--- src/rtl/temporal_pkg.sv ---
// rtl/temporal_pkg.sv - shared types and defaults for temporal-coded encoders/decoders
package temporal_pkg;

    localparam int GAMMA_CYCLE_WIDTH_DEFAULT = 16;
    localparam int TW_DEFAULT = $clog2(GAMMA_CYCLE_WIDTH_DEFAULT);

    typedef enum logic [1:0] {
        IDLE,
        WAIT_ON,
        HIGH,
        DONE
    } pw_state_t;

    typedef struct packed {
        logic [TW_DEFAULT-1:0] onset;
        logic [TW_DEFAULT-1:0] width;
        logic                  no_spike;
        logic                  truncated;
        logic                  multi;
    } pw_result_t;

endpackage

--- src/rtl/temporal_pw_decoder_if.sv ---
// rtl/temporal_pw_decoder_if.sv - valid/ready result bus of the pulse-width decoder
interface temporal_pw_decoder_if
    import temporal_pkg::*;
#(
    parameter int TW = TW_DEFAULT
) ();

    logic          out_valid;
    logic          out_ready;
    logic [TW-1:0] out_onset;
    logic [TW-1:0] out_width;
    logic          out_no_spike;
    logic          out_truncated;
    logic          out_multi;

    modport master (
        output out_valid, out_onset, out_width, out_no_spike, out_truncated, out_multi,
        input  out_ready
    );

    modport slave (
        input  out_valid, out_onset, out_width, out_no_spike, out_truncated, out_multi,
        output out_ready
    );

endinterface

--- src/rtl/temporal_result_reg.sv ---
// rtl/temporal_result_reg.sv - one-entry valid/ready holding register with sticky overrun
module temporal_result_reg #(
    parameter int W = 8
) (
    input  logic         aclk,
    input  logic         rst_n,
    input  logic         load,
    input  logic [W-1:0] load_data,
    input  logic         out_ready,
    output logic         out_valid,
    output logic [W-1:0] out_data,
    output logic         overrun
);

    always_ff @(posedge aclk or negedge rst_n) begin
        if (!rst_n) begin
            out_valid <= 1'b0;
            out_data  <= '0;
            overrun   <= 1'b0;
        end else if (load) begin
            // A full register that is not being drained keeps its result; the new one is lost.
            if (!out_valid || out_ready) begin
                out_data  <= load_data;
                out_valid <= 1'b1;
            end else begin
                overrun <= 1'b1;
            end
        end else if (out_valid && out_ready) begin
            out_valid <= 1'b0;
        end
    end

endmodule

--- src/rtl/temporal_pw_decoder.sv ---
// rtl/temporal_pw_decoder.sv - measures onset and width of the first pulse in each gamma cycle
module temporal_pw_decoder
    import temporal_pkg::*;
#(
    parameter int GAMMA_CYCLE_WIDTH = GAMMA_CYCLE_WIDTH_DEFAULT,
    parameter int TW = $clog2(GAMMA_CYCLE_WIDTH)
) (
    input  logic                  aclk,
    input  logic                  grst_n,
    input  logic                  gamma_start,
    input  logic                  sig_in,
    temporal_pw_decoder_if.master out_if,
    output logic                  overrun
);

    localparam logic [TW-1:0] T_LAST = TW'(GAMMA_CYCLE_WIDTH - 1);
    localparam int RW = 2 * TW + 3;

    typedef struct packed {
        logic [TW-1:0] onset;
        logic [TW-1:0] width;
        logic          no_spike;
        logic          truncated;
        logic          multi;
    } result_t;

    pw_state_t     state, state_nx;
    logic [TW-1:0] t;  // t of the edge about to sample sig_in
    logic [TW-1:0] onset, onset_nx, width, width_nx;
    logic          multi, multi_nx;
    logic          close_early, close_last, commit;
    result_t       commit_data, res_q;

    always_comb begin
        state_nx = state;
        onset_nx = onset;
        width_nx = width;
        multi_nx = multi;
        case (state)
            WAIT_ON: if (sig_in) begin
                onset_nx = t;
                width_nx = TW'(1);
                state_nx = HIGH;
            end
            HIGH: begin
                if (sig_in) width_nx = width + 1'b1;
                else        state_nx = DONE;
            end
            DONE: if (sig_in) multi_nx = 1'b1;
            default: ;
        endcase

        // An early gamma_start edge is t=0 of the next cycle, so its sample is not measured.
        close_early = (state != IDLE) && gamma_start;
        close_last  = (state != IDLE) && !gamma_start && (t == T_LAST);
        commit      = close_early || close_last;
        if (close_early)
            commit_data = '{onset, width, state == WAIT_ON, state == HIGH, multi};
        else
            commit_data = '{onset_nx, width_nx, state_nx == WAIT_ON, state_nx == HIGH, multi_nx};
    end

    always_ff @(posedge aclk or negedge grst_n) begin
        if (!grst_n) begin
            state <= IDLE;
            t     <= '0;
            onset <= '0;
            width <= '0;
            multi <= 1'b0;
        end else if (gamma_start) begin
            state <= WAIT_ON;
            t     <= TW'(1);
            onset <= '0;
            width <= '0;
            multi <= 1'b0;
        end else if (close_last) begin
            state <= IDLE;
            t     <= '0;
            onset <= '0;
            width <= '0;
            multi <= 1'b0;
        end else if (state != IDLE) begin
            state <= state_nx;
            t     <= t + 1'b1;
            onset <= onset_nx;
            width <= width_nx;
            multi <= multi_nx;
        end
    end

    temporal_result_reg #(.W(RW)) u_result_reg (
        .aclk      (aclk),
        .rst_n     (grst_n),
        .load      (commit),
        .load_data (commit_data),
        .out_ready (out_if.out_ready),
        .out_valid (out_if.out_valid),
        .out_data  (res_q),
        .overrun   (overrun)
    );

    assign out_if.out_onset     = res_q.onset;
    assign out_if.out_width     = res_q.width;
    assign out_if.out_no_spike  = res_q.no_spike;
    assign out_if.out_truncated = res_q.truncated;
    assign out_if.out_multi     = res_q.multi;

endmodule

--- src/flat_wrapper.sv ---
// flat-port wrapper written by rule: the top's interface ports become plain ports
module temporal_pw_decoder_flat import temporal_pkg::*;
#(
    parameter int GAMMA_CYCLE_WIDTH = GAMMA_CYCLE_WIDTH_DEFAULT,
    parameter int TW = $clog2(GAMMA_CYCLE_WIDTH)
)
  (aclk, grst_n, gamma_start, sig_in, overrun, out_if_out_valid, out_if_out_onset, out_if_out_width, out_if_out_no_spike, out_if_out_truncated, out_if_out_multi, out_if_out_ready);
  temporal_pw_decoder_if #(.TW(TW)) out_if_i ();
  input  logic aclk;
  input  logic grst_n;
  input  logic gamma_start;
  input  logic sig_in;
  output logic overrun;
  output wire logic [$bits(out_if_i.out_valid)-1:0] out_if_out_valid;
  output wire logic [$bits(out_if_i.out_onset)-1:0] out_if_out_onset;
  output wire logic [$bits(out_if_i.out_width)-1:0] out_if_out_width;
  output wire logic [$bits(out_if_i.out_no_spike)-1:0] out_if_out_no_spike;
  output wire logic [$bits(out_if_i.out_truncated)-1:0] out_if_out_truncated;
  output wire logic [$bits(out_if_i.out_multi)-1:0] out_if_out_multi;
  input wire logic [$bits(out_if_i.out_ready)-1:0] out_if_out_ready;
  assign out_if_out_valid = out_if_i.out_valid;
  assign out_if_out_onset = out_if_i.out_onset;
  assign out_if_out_width = out_if_i.out_width;
  assign out_if_out_no_spike = out_if_i.out_no_spike;
  assign out_if_out_truncated = out_if_i.out_truncated;
  assign out_if_out_multi = out_if_i.out_multi;
  assign out_if_i.out_ready = out_if_out_ready;
  temporal_pw_decoder #(.GAMMA_CYCLE_WIDTH(GAMMA_CYCLE_WIDTH), .TW(TW)) u_core (.aclk(aclk), .grst_n(grst_n), .gamma_start(gamma_start), .sig_in(sig_in), .out_if(out_if_i), .overrun(overrun));
endmodule
--- config.mk ---
export PLATFORM = sky130hd
export DESIGN_NAME = temporal_pw_decoder_flat
export DESIGN_NICKNAME = d
export VERILOG_FILES = /design/src/rtl/temporal_pkg.sv /design/src/rtl/temporal_pw_decoder_if.sv /design/src/rtl/temporal_result_reg.sv /design/src/rtl/temporal_pw_decoder.sv /design/src/flat_wrapper.sv
export SDC_FILE = /design/constraint.sdc
export NUM_CORES = 1
export LEC_CHECK = 0
export CAP_MARGIN = 20
export CORE_UTILIZATION = 47
export DETAILED_ROUTE_END_ITERATION = 16
export PLACE_DENSITY = 0.7
export SYNTH_ARGS = -nofsm -noshare
export SYNTH_HDL_FRONTEND = slang
export SYNTH_SLANG_ARGS = --single-unit
--- constraint.sdc ---
create_clock -name aclk -period 6.09 [get_ports aclk]
set_clock_uncertainty 0.1 [all_clocks]
set_input_delay 1.218 -clock aclk [delete_from_list [all_inputs] [get_ports aclk]]
set_output_delay 1.218 -clock aclk [all_outputs]
set_load 0.01 [all_outputs]
Word level (Yosys, flattened, before mapping). Cells that the tools add are included.

Logic and storage cells: 61. Output and inout port bits: 13. Bits of input ports: 5. Register bits after elaboration: 28.

Reductions and logical operators: 14. Multiplexer cells: 29. Bitwise gates (word level): 1. Eq/ne operators: 7. Add/subtract/negate cells: 2.

Operators with widths (number): two-way mux 4 bit (13); two-way mux 11 bit (1); two-way mux 2 bit (5); adder 4 x 1 -> 4 bit (second input constant) (2); two-way mux 1 bit (8); one-hot mux 4 bit (2 select lines) (1); equality test 2 bit (second input constant) (3); AND reduction 2 bit (3); equality test 2 x 1 -> 1 bit (second input constant) (2); equality test 4 bit (second input constant) (1); logical AND 1 bit (4); one-hot mux 2 bit (2 select lines) (1); nonzero test 2 bit (2); nonzero test 3 bit (1); logical NOT 1 bit (2); logical OR 1 bit (2); inequality test 2 bit (second input constant) (1); inverter 1 bit (1).

Logic depth before layout (Yosys ltp). Gate-level depths: netlist of the first run.

Word-level depth: 6. Depth in mapped cells: 7. Depth with buffers taken out: 6.

Modules after synthesis. A second synthesis of the first run with hierarchy kept.

Cell total of the unflattened synthesis: 157. Area total of the unflattened synthesis: 1675.4 µm².

Modules (own cells, without submodules): temporal_pw_decoder (times used 1, cells each 127, area an instance 1128.6 µm², sequential area each 375.4 µm²); temporal_result_reg (times used 1, cells each 30, area an instance 546.8 µm², sequential area each 325.3 µm²).

Worst setup path after synthesis of the first run. OpenSTA, ideal clock, no wires.

Kind: input to register. Start point: in sig_in. End point: reg u_core.u_result_reg.out_data[3]. Arrival time: 2.154 ns. Buffers on the path: 1. Data required time: 5.913 ns. Cell stages on the path: 7. Setup time: 0.077 ns. Setup slack: 3.758 ns. Cells stage by stage: clkbuf_8 -> inv_1 -> ha_1 -> or2b_1 -> a31oi_1 -> a21oi_1 -> a21oi_1.

Longest elaborated chain between the ends: 3. Elaborated cells on any way between the ends: 4. Those cells by class: mux (4).

RTL lines: start, declared (RTL line flat_wrapper.sv:12) `input logic sig_in;`; two-way mux 4 bit, on equally long branches (RTL line temporal_pw_decoder.sv:46, temporal_pw_decoder.sv:40); one-hot mux 4 bit (2 select lines) * (RTL line temporal_pw_decoder.sv:39) `case (state)`; two-way mux 11 bit * (RTL line temporal_pw_decoder.sv:57) `if (close_early)`; end signal, assigned (RTL line temporal_result_reg.sv:23) `out_data <= load_data;`; end, declared (RTL line temporal_result_reg.sv:11) `output logic [W-1:0] out_data,`.

Mark *: on every way between the ends. The rest lies on a longest branch, timed or not. A chain may end at the register's enable or synchronous reset.

Worst setup path in the final report of the first run. Same ends and word-level chain as after synthesis.

==> impl_metrics.csv, run 1 <==
group,metric,value,unit
outcome,run_status,"finished clean",
worst_setup_path,timing.reg2reg.setup_slack,3.80,ns
global_routing,number_of_antenna_violations_at_the_first_check_in_global_routing,0,
synth,synthesis.area,1572,µm²
synth,syn_avg_cell_area,10.01,µm²
synth,yosys_warnings,0,
clock_network,worst_skew_pair.late_latency,0.34,ns
clock_network,cts.hold.buffers_added,0,
power,powerDensity,449.1,nW/µm²
placed_design,place_area,1743,µm²
worst_setup_path,crit-reg2reg-capture,"u_core.onset[2]",
worst_setup_path,regToRegStartpoint,"u_core.state[0]",
global_routing,pin_count_of_the_biggest_net_entering_global_routing,29,
worst_setup_path,cp-startpoint,"sig_in",
finish,layout.cells.non_filler,215,
finish,finish.net_count,185,
worst_setup_path,critical_path_startpoint_category,"input port",
placed_design,detailedPlacementHpwl,2.263,mm
power,ir_drop,207.9,µV
synth,synth_ff_type,"dfrtp_1",
worst_setup_path,critPathCapture,"u_core.u_result_reg.out_data[3]",
worst_setup_path,cp.required,6.27,ns
power,power.leakage,0.7747,nW
finish,final_common_cell,"dfrtp_1",
worst_setup_path,worstSetupEndpointType,"register",
worst_setup_path,critical_path_peak_fanout,11,
clock_network,clock-sinks,28,
timing,timing.final.max_slew_violations,0,
global_routing,globalRoute.totalOverflow,0,
floorplanning,design.portCount,18,
drt,num_vias,1229,
clock_network,cts-buffers-inserted,3,
clock_network,path_clk_slew,0.16,ns
finish,layout-drive-gt1-share,0.09357,
global_routing,track_usage,0.2026,
floorplanning,floorplan_core_area,3103,µm²
clock_network,clock_tree_from_tritoncts,"yes",
clock_network,postCtsSetupRepairBufs,0,
timing,layout_min_cycle_time,2.736,ns
timing,finalSetupViolCount,0,
worst_setup_path,reg2regPathDepth,5,
synth,synth_cell_types,46,
clock_network,clk_root_buffer_cell,"clkbuf_4",
floorplanning,fp.dieH,59.83,µm
synth,postSynthNetCount,170,
timing,whs,0.3722,ns
finish,core_utilization_of_the_finished_layout,0.5831,
finish,number_of_fill_cells,290,
floorplanning,fp.dieArea,3579,µm²
finish,antenna_cells,0,
drt,finalWirelength,3.083,mm
timing,tightestPinTransition,0.6763,ns
timing,timing.final.hold_violations,0,
clock_network,post_cts.resized_instances,0,
drt,postRouteAntennaNets,0,
timing,max_clock_freq,365.5,MHz
floorplanning,placement_rows,20,
timing,slew-limit-headroom,0.5482,
drt,drt_via_density,5.716,
global_routing,via_count_of_the_first_global_routing_pass,1208,
timing,grt_setup_unrepaired,"no",
run,max_cap_viol_count,0,
drt,route.detailed.drc,0,
clock_network,h-tree-depth,1,
synth,post_synth_top_area_share,0.4459,
synth,synthArstFlopShare,1.000,
global_routing,wire_length_of_the_first_global_routing_pass,5.361,mm
placed_design,place_inst,210,
synth,yosys_register_bits,28,
drt,drt-initial-drc-count,57,
worst_hold_path,hp-class,"reg -> reg",
synth,synth_largest_area_cell,"dfrtp_1",
timing,setup_total_negative_slack,0,ns
floorplanning,floorplan.initialDensity,0.5065,
worst_setup_path,setup.worst_path.class,"in -> reg",
floorplanning,floorplan.die.width,59.83,µm
finish,layout_common_cells,"dfrtp_1 (28), clkdlybuf4s50_1 (17), nor2_1 (16), a21oi_1 (10)",
synth,synth.yosys.seq_area_share,0.4459,
clock_network,max-clock-path-buffers,2,
drt,detail_route.wl_per_cell,14.34,µm
worst_setup_path,crit_arrival,2.92,ns
synth,synth_edf_count,0,
finish,post-route-cell-area,1809,µm²
synth,netlist_top_cells_area,"dfrtp_1 (45%), ha_1 (6.4%), nor2_1 (3.8%), a22o_1 (3.3%), a21oi_1 (3.2%)",
synth,post_synth_inst_count,157,
finish,layout-area-overhead-vs-synth,15.13,%
placed_design,place.port_buffers,17,
placed_design,place_congestion,0.8150,
drt,first_pass_iters,4,
timing,finalCritPeriodShare,0.4493,
final cells by class:
type	instances	area (µm²)	area share
Multi-Input combinational cell	113	783.3	0.4329
Timing Repair Buffer	19	191.4	0.1058
Tap cell	44	55.05	0.03043
Clock buffer	3	22.52	0.01245
Inverter	7	26.28	0.01452
Clock inverter	1	30.03	0.01660
Sequential cell	28	700.7	0.3873
registers in the layout (all words and copies together), names as in the netlist:
| register | count |
|---|---|
| u_core.u_result_reg.out_valid | 1 |
| u_core.t | 4 |
| u_core.state | 2 |
| u_core.onset | 4 |
| u_core.u_result_reg.overrun | 1 |
| u_core.multi | 1 |
| u_core.width | 4 |
| u_core.u_result_reg.out_data | 11 |
critical path, stage by stage:
cell and delay [ns]:
clkdlybuf4s50_1 0.69, inv_1 0.08, ha_1 0.20, or2b_1 0.22
a31oi_1 0.22, a21oi_1 0.13, a21oi_1 0.15
metal layers:
metal | GRT usage | up-vias | wire length [µm]
li1 | - | 596 | -
met1 | 0.2672 | 587 | 1347
met2 | 0.3317 | 40 | 1502
met3 | 0.04978 | 6 | 194
met4 | 0.05316 | 0 | 39
met5 | 0 | - | 0
logic make-up (layout without fill, tap and decap cells):
| group | count (synthesis) | in the layout | share of synthesized area |
|---|---|---|---|
| and+or+nand+nor | 49 | 49 | 0.1704 |
| DFF | 28 | 28 | 0.4459 |
| muxes | 6 | 6 | 0.03901 |
| adders and majority gates | 8 | 8 | 0.06370 |
| AOI/OAI and AO/OA | 49 | 49 | 0.2198 |
| xor gates and xnor gates | 1 | 1 | 0.005574 |
| buffers and inverters | 16 | 30 | 0.05573 |
through the flow:
stage / power, mW / setup slack (ns)
after floorplan: 0.5630 / 3.758
after detailed placement: 0.6906 / 2.538
after global placement: 0.6761 / 2.646
after global routing: 0.8758 / 3.212
after CTS: 0.8141 / 2.888
final: 0.8124 / 3.354
worst min path at each step:
| stage | start | to | slack, ns | depth (start not counted) |
|---|---|---|---|---|
| 2_1_floorplan | u_core.onset[0] | u_core.onset[0] | 0.37 | 1 |
| 5_1_grt | u_core.u_result_reg.overrun | u_core.u_result_reg.overrun | 0.40 | 1 |
| 4_1_cts | u_core.u_result_reg.overrun | u_core.u_result_reg.overrun | 0.38 | 1 |
| 6_report | u_core.u_result_reg.overrun | u_core.u_result_reg.overrun | 0.37 | 1 |
| 3_3_place_gp | u_core.u_result_reg.overrun | u_core.u_result_reg.overrun | 0.34 | 1 |
| 3_5_place_dp | u_core.u_result_reg.overrun | u_core.u_result_reg.overrun | 0.34 | 1 |
report_power, final:
part / internal [mW] / switching [mW] / total, mW
Combinational: 0.191 / 0.201 / 0.392
Sequential: 0.245 / 0.0527 / 0.298
Clock: 0.0667 / 0.0560 / 0.123
Total: 0.503 / 0.310 / 0.812
cell usage after synthesis, drive strengths merged, types with 2 or more instances:
| cell | n |
|---|---|
| clkbuf | 2 |
| mux2i | 5 |
| nand4 | 4 |
| a22oi | 2 |
| buf | 7 |
| a22o | 6 |
| o22ai | 3 |
| nor2 | 18 |
| nor3 | 2 |
| a21oi | 11 |
| nand2 | 8 |
| inv | 7 |
| o21ai | 11 |
| nand2b | 2 |
| dfrtp | 28 |
| nor2b | 5 |
| and2b | 2 |
| a21o | 2 |
| ha | 8 |
| a31oi | 7 |
| and3 | 2 |
Note: power is estimated with default switching activity, not from simulation.
==> run 2: changes to the inputs <==
==> constraint.sdc (replaced) <==
create_clock -name aclk -period 2.74 [get_ports aclk]
set_clock_uncertainty 0.1 [all_clocks]
set_input_delay 0.548 -clock aclk [delete_from_list [all_inputs] [get_ports aclk]]
set_output_delay 0.548 -clock aclk [all_outputs]
set_load 0.01 [all_outputs]
==> impl_metrics.csv, run 2 (synthesis gave the netlist of run 1 again) <==
group,metric,value,unit
worst_setup_path,path_buf_inv,1,
finish,layout_common_cells,"dfrtp_1 (28), clkdlybuf4s50_1 (17), nor2_1 (16), a21oi_1 (10)",
finish,layout-area-overhead-vs-synth,15.68,%
timing,slew-limit-headroom,0.6728,
worst_setup_path,critical_path_peak_fanout,12,
worst_setup_path,crit_arrival,2.41,ns
drt,drt-initial-drc-count,54,
worst_setup_path,worstSetupEndpointType,"register",
finish,final_common_cell,"dfrtp_1",
run,max_cap_viol_count,0,
timing,finalWorstSetupSlack,0.4884,ns
floorplanning,fp.dieH,59.83,µm
finish,core_utilization_of_the_finished_layout,0.5859,
timing,tightestPinTransition,0.4908,ns
timing,timing.final.max_slew_violations,0,
drt,finalWirelength,3.083,mm
timing,timing.final.hold_violations,0,
timing,finalSetupViolCount,0,
worst_setup_path,cp-startpoint,"u_core.state[0]",
worst_setup_path,cp.required,2.90,ns
global_routing,pin_count_of_the_biggest_net_entering_global_routing,29,
clock_network,path_clk_slew,0.16,ns
finish,finish.net_count,187,
worst_hold_path,hp-class,"reg -> reg",
finish,registers.top_by_ff_count,"u_core.u_result_reg.out_data",
drt,route.detailed.drc,0,
timing,finalCritPeriodShare,0.8218,
timing,layout_min_cycle_time,2.252,ns
worst_setup_path,critical_path_startpoint_category,"register",
floorplanning,design.portCount,18,
timing,setup_total_negative_slack,0,ns
worst_hold_path,worst_hold_startpoint,"u_core.u_result_reg.overrun",
finish,antenna_cells,0,
power,power.leakage,0.7829,nW
drt,detail_route.wl_per_cell,14.21,µm
clock_network,cts.hold.buffers_added,0,
global_routing,globalRoute.totalOverflow,0,
placed_design,place.port_buffers,17,
worst_setup_path,path_delay_family,"adder cells",
global_routing,number_of_antenna_violations_at_the_first_check_in_global_routing,0,
clock_network,worst_skew_pair.late_latency,0.33,ns
clock_network,postCtsSetupRepairBufs,0,
drt,num_vias,1226,
global_routing,via_count_of_the_first_global_routing_pass,1136,
clock_network,clock-sinks,28,
placed_design,detailedPlacementHpwl,2.267,mm
finish,largest_register_ff_count,11,
clock_network,cts-buffers-inserted,3,
worst_setup_path,slowest_delay,0.56,ns
clock_network,max-clock-path-buffers,2,
drt,first_pass_iters,4,
placed_design,pre_cts_ws,0.3968,ns
power,ir_drop,426.2,µV
power,powerDensity,994.0,nW/µm²
clock_network,h-tree-depth,1,
worst_setup_path,cp_cell_sequence,"inv_1 -> ha_1 -> o21ai_1 -> a21oi_2 -> or3b_1 -> a31oi_2",
worst_setup_path,worst_path_max_delay_cell,"ha_1",
placed_design,place_inst,213,
floorplanning,floorplan_core_area,3103,µm²
timing,grt_setup_unrepaired,"no",
worst_setup_path,setup.worst_path.class,"reg -> reg",
worst_setup_path,regToRegStartpoint,"u_core.state[0]",
clock_network,post_cts.resized_instances,0,
clock_network,clk_root_buffer_cell,"clkbuf_4",
floorplanning,placement_rows,20,
global_routing,track_usage,0.1952,
outcome,run_status,"finished clean",
floorplanning,floorplan.die.width,59.83,µm
timing,max_clock_freq,444.1,MHz
floorplanning,floorplan.initialDensity,0.5065,
timing,whs,0.3743,ns
floorplanning,fp.dieArea,3579,µm²
placed_design,place_congestion,0.8137,
global_routing,wire_length_of_the_first_global_routing_pass,5.188,mm
clock_network,clock_tree_from_tritoncts,"yes",
drt,postRouteAntennaNets,0,
finish,layout-drive-gt1-share,0.1040,
drt,drt_via_density,5.650,
finish,layout.cells.non_filler,217,
run 2: cell types whose count changed in the layout (fill, tap and decap cells not counted), sizes merged:
cell / before / now
buf: 1 / 4
clkbuf: 4 / 3
run 2: worst paths after layout:
path | to | slack, ns | cells after the start
min in group asynchronous | u_core.t[0] | 0.48 | 2
worst min-delay path | u_core.u_result_reg.overrun | 0.37 | 1
worst min register to register | u_core.u_result_reg.overrun | 0.37 | 1
max in group asynchronous | u_core.width[3] | 1.80 | 2
worst max register to register | u_core.u_result_reg.out_data[1] | 0.49 | 6
worst max-delay path | u_core.u_result_reg.out_data[1] | 0.49 | 6
run 2: per-layer routing:
metal  part of all wire  vias to the layer above  track usage
li1                   -                      596            -
met3              0.045                        2      0.03463
met1               0.49                      602       0.2678
met2               0.46                       26       0.3127
met4             0.0062                        0      0.05980
met5                  0                        -            0
run 2: power breakdown:
| part | leakage [nW] | total [mW] | switching (mW) | internal (mW) |
|---|---|---|---|---|
| combinational | 0.403 | 0.873 | 0.448 | 0.425 |
| sequential | 0.352 | 0.662 | 0.117 | 0.545 |
| clock | 0.0279 | 0.272 | 0.124 | 0.148 |
| total | 0.783 | 1.81 | 0.689 | 1.12 |
run 2: final cells by class:
class / count / area [µm²]
fill: 292 / 1285
multi-input combinational: 113 / 783.3
sequential: 28 / 700.7
timing repair buffer: 21 / 200.2
tap: 44 / 55.05
clock inverter: 1 / 30.03
inverter: 7 / 26.28
clock buffer: 3 / 22.52
run 2: stage by stage:
stage / cell area [µm²] / total power [mW]
2_1_floorplan: 1572 / 1.251
3_3_place_gp: 1765 / 1.515
3_5_place_dp: 1765 / 1.543
4_1_cts: 1818 / 1.819
5_1_grt: 1818 / 1.943
6_report: 1818 / 1.807
==> run 3: changes to the inputs <==
==> constraint.sdc (replaced) <==
create_clock -name aclk -period 2.2 [get_ports aclk]
set_clock_uncertainty 0.1 [all_clocks]
set_input_delay 0.44 -clock aclk [delete_from_list [all_inputs] [get_ports aclk]]
set_output_delay 0.44 -clock aclk [all_outputs]
set_load 0.01 [all_outputs]
==> impl_metrics.csv, run 3 (synthesis gave the netlist of run 1 again) <==
group,metric,value,unit
drt,postRouteAntennaNets,0,
worst_setup_path,slowest_delay,0.47,ns
worst_setup_path,cp_cell_sequence,"inv_1 -> ha_2 -> nor3b_1 -> a21oi_2 -> buf_4 -> nand3b_1 -> a31oi_1",
power,ir_drop,448.0,µV
drt,first_pass_iters,4,
drt,met2RoutedLength,1.601,mm
worst_setup_path,cp.required,2.36,ns
global_routing,pin_count_of_the_biggest_net_entering_global_routing,29,
power,powerDensity,1251,nW/µm²
placed_design,pre_cts_ws,-0.04385,ns
clock_network,worst_skew_pair.late_latency,0.32,ns
floorplanning,fp.dieH,59.83,µm
drt,route.detailed.drc,0,
worst_setup_path,critical_path_startpoint_category,"register",
timing,grt_setup_unrepaired,"no",
power,pwr-share-seq,0.349,
timing,max_clock_freq,493.4,MHz
timing,timing.final.max_slew_violations,0,
clock_network,cts.hold.buffers_added,0,
drt,top_layer,"met4",
finish,layout-area-overhead-vs-synth,19.03,%
timing,finalWorstSetupSlack,0.1734,ns
power,power.clock.fraction,0.146,
clock_network,h-tree-depth,1,
timing,layout_min_cycle_time,2.027,ns
worst_setup_path,timing.reg2reg.setup_slack,0.17,ns
timing,finalSetupViolCount,0,
timing,tightestPinTransition,0.3662,ns
drt,met3_wirelength,184,µm
floorplanning,design.portCount,18,
finish,final_common_cell,"dfrtp_1",
clock_network,post_cts.resized_instances,0,
worst_hold_path,hp-class,"in -> async",
floorplanning,placement_rows,20,
worst_setup_path,worst_path_max_delay_cell,"ha_2",
clock_network,clock-sinks,28,
finish,number_of_fill_cells,278,
finish,antenna_cells,0,
finish,finish.net_count,192,
drt,detail_route.wl_per_cell,14.94,µm
global_routing,via_count_of_the_first_global_routing_pass,1166,
power,total_power,2.340,mW
clock_network,max-clock-path-buffers,2,
worst_setup_path,crit_arrival,2.19,ns
placed_design,place_congestion,0.8391,
run,max_cap_viol_count,0,
worst_setup_path,worstSetupEndpointType,"register",
power,pwr-share-comb,0.506,
clock_network,path_clk_slew,0.16,ns
drt,num_vias,1228,
drt,wire_length_the_detailed_router_placed_on_met1,1.512,mm
power,sw_frac_of_total,0.3801,
global_routing,track_usage,0.2042,
worst_setup_path,setup.worst_path.class,"reg -> reg",
clock_network,clock_tree_from_tritoncts,"yes",
finish,registers.top_by_ff_count,"u_core.u_result_reg.out_data",
clock_network,clk_root_buffer_cell,"clkbuf_4",
finish,layout_common_cells,"dfrtp_1 (28), clkdlybuf4s50_1 (17), nor2_1 (16), a21oi_1 (10)",
drt,drt_via_density,5.532,
timing,finalCritPeriodShare,0.9212,
global_routing,globalRoute.totalOverflow,0,
placed_design,detailedPlacementHpwl,2.401,mm
timing,slew-limit-headroom,0.7558,
power,power.internal,1.450,mW
global_routing,number_of_antenna_violations_at_the_first_check_in_global_routing,0,
floorplanning,fp.dieArea,3579,µm²
drt,drt-initial-drc-count,68,
clock_network,cts-buffers-inserted,3,
outcome,run_status,"finished clean",
floorplanning,floorplan.initialDensity,0.5065,
floorplanning,floorplan.die.width,59.83,µm
power,power.leakage,0.8098,nW
worst_setup_path,path_buf_inv,2,
finish,layout-drive-gt1-share,0.1348,
power,switchingPower,0.8893,mW
placed_design,place.port_buffers,17,
timing,timing.final.hold_violations,0,
worst_setup_path,critical_path_peak_fanout,12,
floorplanning,floorplan_core_area,3103,µm²
worst_setup_path,path_delay_family,"adder cells",
global_routing,wire_length_of_the_first_global_routing_pass,5.457,mm
finish,largest_register_ff_count,11,
clock_network,postCtsSetupRepairBufs,0,
drt,finalWirelength,3.316,mm
[run 3: cell count changes in the layout (fill, tap and decap cells not counted), sizes merged]
cell,delta
buf,+5
[run 3: cell type report]
type	instances	area, µm²	share of cell area
clock buffer	3	22.52	0.01204
clock inverter	1	30.03	0.01605
timing repair buffer	26	250.2	0.1338
sequential	28	700.7	0.3746
tap	44	55.05	0.02943
multi-input combinational	113	785.8	0.4201
inverter	7	26.28	0.01405
[run 3: metrics by stage]
stage | std cells | util | cell area, µm² | setup TNS (ns) | hold WS (ns)
2_1_floorplan | 157 | - | 1572 | 0 | 0.04441
3_3_place_gp | 218 | 0.5851 | 1815 | 0 | 0.3379
3_5_place_dp | 218 | 0.5851 | 1815 | -0.04385 | 0.3481
4_1_cts | 222 | 0.6020 | 1868 | 0 | 0.3779
5_1_grt | 222 | 0.6028 | 1871 | 0 | 0.3886
6_report | 222 | 0.6028 | 1871 | 0 | 0.3652
[run 3: power groups by stage]
| stage | clock network [mW] | logic [mW] | registers [mW] |
|---|---|---|---|
| final | 0.341 | 1.18 | 0.816 |
| after global placement | 0 | 1.13 | 0.817 |
| after CTS | 0.346 | 1.18 | 0.818 |
| after floorplan | 0 | 0.712 | 0.846 |
| after global routing | 0.370 | 1.29 | 0.840 |
| after detailed placement | 0 | 1.16 | 0.828 |
[run 3: worst paths after layout]
| kind | start | to | cells after the start |
|---|---|---|---|
| worst max-delay path | u_core.state[1] | u_core.u_result_reg.out_data[2] | 7 |
| max in group asynchronous | grst_n | u_core.multi | 2 |
| min in group aclk | u_core.u_result_reg.overrun | u_core.u_result_reg.overrun | 1 |
| worst min-delay path | grst_n | u_core.u_result_reg.out_data[0] | 2 |
| worst max register to register | u_core.state[1] | u_core.u_result_reg.out_data[2] | 7 |
| worst min register to register | u_core.u_result_reg.overrun | u_core.u_result_reg.overrun | 1 |
[run 3: routing by layer]
metal  GRT usage  vias to the layer above
met1      0.2729                      580
met3     0.02814                        2
met2      0.3508                       45
met4     0.04319                        0
met5           0                        -
li1            -                      601
